$ cat config.mk
export PLATFORM = sky130hd
export DESIGN_NAME = mult_fu_pipe
export DESIGN_NICKNAME = d
export VERILOG_FILES = /design/src/rtl/mult_fu_pipe.sv
export SDC_FILE = /design/constraint.sdc
export NUM_CORES = 2
export LEC_CHECK = 0
export ABC_AREA = 1
export CAP_MARGIN = 20
export CORE_MARGIN = 4
export CORE_UTILIZATION = 35
export CTS_BUF_LIST = sky130_fd_sc_hd__clkbuf_8
export DETAILED_ROUTE_END_ITERATION = 6
export PLACE_DENSITY = 0.48
export SYNTH_ARGS = -nofsm -noshare
export SYNTH_HDL_FRONTEND = slang
export SYNTH_SLANG_ARGS = --single-unit
$ cat constraint.sdc
create_clock -name clk -period 8.4 [get_ports clk]
set_input_delay 2.1 -clock clk [delete_from_list [all_inputs] [get_ports clk]]
set_output_delay 2.1 -clock clk [all_outputs]
set_load 0.005 [all_outputs]
$ cat src/rtl/mult_fu_pipe.sv
// Four-stage pipelined 32x32 multiplier FU: one 16-bit multiplier chunk is folded into
// the partial sum per stage, with valid/grant handshake on the output stage and squash flush.
module mult_fu_pipe #(
    parameter int XLEN  = 32,
    parameter int TAG_W = 6,
    parameter int ROB_W = 5
) (
    input  logic             clk,
    input  logic             rst,
    input  logic             in_valid,
    input  logic [XLEN-1:0]  in_opa,
    input  logic [XLEN-1:0]  in_opb,
    input  logic [1:0]       in_func,
    input  logic [TAG_W-1:0] in_dest_tag,
    input  logic [ROB_W-1:0] in_rob_idx,
    output logic             fu_ready,
    input  logic             squash,
    output logic             out_valid,
    output logic [XLEN-1:0]  out_result,
    output logic [TAG_W-1:0] out_dest_tag,
    output logic [ROB_W-1:0] out_rob_idx,
    input  logic             out_grant
);
    localparam int PW = 2 * XLEN;
    localparam int CW = PW / 4;

    typedef enum logic [1:0] {
        F_MUL    = 2'd0,
        F_MULH   = 2'd1,
        F_MULHSU = 2'd2,
        F_MULHU  = 2'd3
    } func_e;

    // P3 only needs the finished sum, so operands are carried through P0..P2 only.
    logic [3:0]       vld;
    logic [PW-1:0]    psum   [4];
    logic [PW-1:0]    mcand  [3];
    logic [PW-1:0]    mplier [3];
    func_e            func   [4];
    logic [TAG_W-1:0] tag    [4];
    logic [ROB_W-1:0] rob    [4];

    func_e         in_func_e;
    logic          sx_a;
    logic          sx_b;
    logic [PW-1:0] ext_a;
    logic [PW-1:0] ext_b;
    logic [PW-1:0] sum_nxt [4];
    logic          advance;

    function automatic logic [PW-1:0] chunk_add(input logic [PW-1:0] sum,
                                                input logic [PW-1:0] mc,
                                                input logic [PW-1:0] mp,
                                                input int unsigned   k);
        logic [PW-1:0] digit;
        digit          = '0;
        digit[CW-1:0]  = mp[CW*k +: CW];
        return sum + ((mc * digit) << (CW * k));
    endfunction

    always_comb begin
        in_func_e = func_e'(in_func);
        sx_a      = (in_func_e == F_MULH) || (in_func_e == F_MULHSU);
        sx_b      = (in_func_e == F_MULH);
        ext_a     = {{XLEN{sx_a & in_opa[XLEN-1]}}, in_opa};
        ext_b     = {{XLEN{sx_b & in_opb[XLEN-1]}}, in_opb};
        sum_nxt[0] = chunk_add('0, ext_a, ext_b, 0);
        for (int unsigned k = 1; k < 4; k++) begin
            sum_nxt[k] = chunk_add(psum[k-1], mcand[k-1], mplier[k-1], k);
        end
    end

    assign advance  = ~vld[3] | out_grant;
    assign fu_ready = advance & ~squash;

    always_ff @(posedge clk) begin
        if (rst) begin
            vld <= '0;
            for (int unsigned k = 0; k < 4; k++) begin
                psum[k] <= '0;
                func[k] <= F_MUL;
                tag[k]  <= '0;
                rob[k]  <= '0;
            end
            for (int unsigned k = 0; k < 3; k++) begin
                mcand[k]  <= '0;
                mplier[k] <= '0;
            end
        end else if (squash) begin
            vld <= '0;
        end else if (advance) begin
            vld       <= {vld[2:0], in_valid};
            psum[0]   <= sum_nxt[0];
            mcand[0]  <= ext_a;
            mplier[0] <= ext_b;
            func[0]   <= in_func_e;
            tag[0]    <= in_dest_tag;
            rob[0]    <= in_rob_idx;
            for (int unsigned k = 1; k < 4; k++) begin
                psum[k] <= sum_nxt[k];
                func[k] <= func[k-1];
                tag[k]  <= tag[k-1];
                rob[k]  <= rob[k-1];
            end
            for (int unsigned k = 1; k < 3; k++) begin
                mcand[k]  <= mcand[k-1];
                mplier[k] <= mplier[k-1];
            end
        end
    end

    assign out_valid    = vld[3];
    assign out_result   = (func[3] == F_MUL) ? psum[3][XLEN-1:0] : psum[3][PW-1:XLEN];
    assign out_dest_tag = tag[3];
    assign out_rob_idx  = rob[3];

endmodule

==> flow_summary.yaml <==
synthesis:
  ys_dominant_reg_cell: "sky130_fd_sc_hd__edfxtp_1"
  ys.warnings.count: 0
  synth.mux.area_fraction: 0.00531
  ys_seq_area_frac: 0.175
  synth-edff-count: 394
  synth.cell_area_mm2: 0.0679
  synth_async_sr_flop_share: 0
  ys_seq_elements: 398
  synth_compound_gate_area_share: 0.0645
  share_of_the_synthesized_netlist_area_taken_by_xor_and_xnor_gates: 0.0142
  avgSynthCellArea_um2: 8.31
  synthCells: 8169
  syn-num-nets: 9914
  synth_fa_ha_area_frac: 0.447
  synthSimpleGateAreaFrac: 0.147
  synth.lib_cells_used.distinct: 59
  synth_top_family_by_area: "adder cells"
status:
  outcome: "finished clean"
grt:
  grt_antenna_before_repair: 9
  first_global_vias: 55162
  grt_overflow_total: 0
  track_usage: 0.205
  grt_first_pass_wirelength_um: 320000
  pin_count_of_the_biggest_net_entering_global_routing: 146
min_path:
  holdPathStages: 2
  holdCritPathClass: "reg -> reg"
  worstHoldEndpoint: "vld[2]"
  worst_hold_startpoint: "vld[2]"
worst_setup_path:
  worstPathArrival_ns: 8.49
  r2r-end: "psum[0][127]"
  worstPathRequired_ns: 8.87
  cpPeakStageDelay_ns: 0.55
  crit-reg2reg-launch: "mplier[0][17]"
  crit_path_buf_inv_count: 12
  r2r_slack_ns: 0.38
  crit_path_top_delay_cell: "sky130_fd_sc_hd__fa_1"
  worst_r2r_path_depth: 40
  setup.worst_path.start_class: "flip-flop"
  worstSetupPathType: "reg -> reg"
  endpoint_type_of_the_worst_setup_path: "flip-flop"
  timing.critical_path.max_delay_family: "adder cells"
  worst-path-max-fanout: 13
detailed_routing:
  wl_met3_um: 7920
  drt_first_iter_violations: 3104
  met2_wirelength_um: 97700
  route.detailed.vias_per_inst: 4.63
  drt_drc_violations_left: 0
  drt_first_pass_iters: 5
  detail_route.wirelength.met1_um: 92300
  top_layer: "met5"
  vias: 52034
  drt-total-wl_um: 202000
  antenna_violating_nets_post_route: 0
  drt-wirelength-per-cell_um: 17.9
place:
  port_buffers: 126
  gp_congestion: 0.910
  detailedPlacementHpwl_um: 170000
clocking:
  cts_hold_repair.buffers: 0
  cts.path.max_buffers: 3
  root_buffer: "sky130_fd_sc_hd__clkbuf_8"
  cts_max_level: 3
  clock_latency_reported_for_the_late_side_of_the_worst_skew_pair_ns: 0.76
  tritoncts.num_buffers: 75
  clock-sinks: 398
  clk_transition_reported_paths_ns: 0.06
  tritoncts: "built"
timing:
  timing.final.crit_period_ns: 8.02
  setup-violations-final: 0
  worst_clock_skew_ns: 0.0403
  rsz_0062_raised_after_global_routing: "true"
  tightest_slew_ns: 1.08
  finalSetupTns_ns: 0
  final_min_period_over_clock_period: 0.955
  relSlewSlack: 0.278
  maxSlewViolCount: 0
  max_clock_freq_mhz: 125
  hold_viol: 0
floorplan:
  ios: 127
  fp.dieH_um: 448
  core_mm2: 0.193
  start_util: 0.352
  dieArea_mm2: 0.201
  fp.dieW_um: 448
  core.rowCount: 161
finish:
  layout.cells.most_common: "sky130_fd_sc_hd__inv_1"
  final_cell_mix: "sky130_fd_sc_hd__inv_1 (2,360), sky130_fd_sc_hd__nand2_1 (1,697), sky130_fd_sc_hd__fa_1 (1,267)"
  flow.area_growth_from_synthesis_pct: 15.4
  share_of_final_layout_standard_cells_stronger_than_drive_strength_1: 0.0949
  design.final.nets: 10404
flow_run:
  timing.max_cap.violations: 0
==> stage by stage <==
| stage | util | area, um^2 | setup WS, ns | hold slack, ns | std cells |
|---|---|---|---|---|---|
| 2_1_floorplan | - | 67900 | 0.723 | 0.429 | 8169 |
| 3_3_place_gp | 0.396 | 76400 | -0.124 | 0.444 | 11095 |
| 3_5_place_dp | 0.396 | 76400 | -0.105 | 0.449 | 11095 |
| 4_1_cts | 0.404 | 77900 | 0.000547 | 0.458 | 11233 |
| 5_1_grt | 0.406 | 78300 | -0.0371 | 0.489 | 11247 |
| 6_report | 0.406 | 78300 | 0.378 | 0.453 | 11248 |
==> worst max-delay path by stage <==
stage,slack (ns),from,cells after the start,to
floorplan,0.72,out_grant,3,func[0][0]
CTS,0.0005,mplier[0][20],38,psum[0][127]
global placement,-0.12,in_func[1],24,psum[0][62]
detailed placement,-0.11,in_func[1],24,psum[0][62]
finish,0.38,mplier[0][17],40,psum[0][127]
global route,-0.04,mplier[0][17],39,psum[0][127]
==> worst register-to-register path: cells and delay by family, from the launching register on <==
family	cells	cell delay (ns)
buf+inv	12	1.29
fa+ha+maj	8	3.74
xor+xnor	1	0.27
flops	1	0.39
compound gates	2	0.25
simple gates	17	1.80
==> metal layers <==
metal / track usage / up-vias
li1: - / 24936
met1: 0.287 / 25894
met2: 0.349 / 1026
met3: 0.0196 / 176
met4: 0.0400 / 2
met5: 0 / -
==> Yosys cell counts (all sizes together) (2+ instances only) <==
master	count	area, um^2
o211ai	8	65.1
or2	5	31.3
nand2	1710	6440
and2	3	18.8
mux2	32	360
nor3b	4	30.0
clkbuf	263	987
o221ai	3	26.3
o21bai	28	225
a31oi	26	163
dfxtp	4	80.1
inv	2344	8800
ha	395	4940
nand4	21	131
edfxtp	394	11800
o21ai	241	1250
nor2	616	2340
nand3	120	606
a21boi	8	63.8
xnor2	44	385
nand3b	4	42.5
a21o	31	233
buf	34	170
a21oi	382	1930
nor3	35	185
o2111ai	3	26.3
and3	8	50.1
fa	1268	25400
a221o	2	20.0
a211oi	4	30.0
xor2	66	578
o31ai	2	15.0
nor4	16	125
o21a	38	285
==> final cells by class <==
cell class,instances,area [um^2]
multi-input cells,5130,46400
clock inverters,61,425
well taps,2526,3160
diodes,4,10.0
flip-flops and latches,398,11900
inverters,2344,8810
clock buffers,75,1030
fillers,19630,114000
repair buffers,710,6640
==> registers in the layout, summed over array words and instances (netlist names) <==
signal,flops
vld,4
mcand,81
psum,242
tag,24
func,8
rob,20
mplier,19
==> logic make-up after synthesis <==
kind of cell	count (synthesis)
fa+ha+maj	1663
mux	32
compound gates	781
buf+inv	2641
simple gates	2544
flops	398
xor+xnor	110
==> what timing repair did <==
| action | CTS | global route |
|---|---|---|
| setup buffers | 2 | 10 |
| setup endpoints to repair | 1 | 11 |
| gates cloned | 0 | 0 |
| gates resized for setup | 3 | 63 |
| hold endpoints to repair | 0 | 0 |
| pin swaps | 1 | 13 |
Power is not shown: default switching activity piles up to over one toggle a cycle in this logic, so the estimate is an artifact.
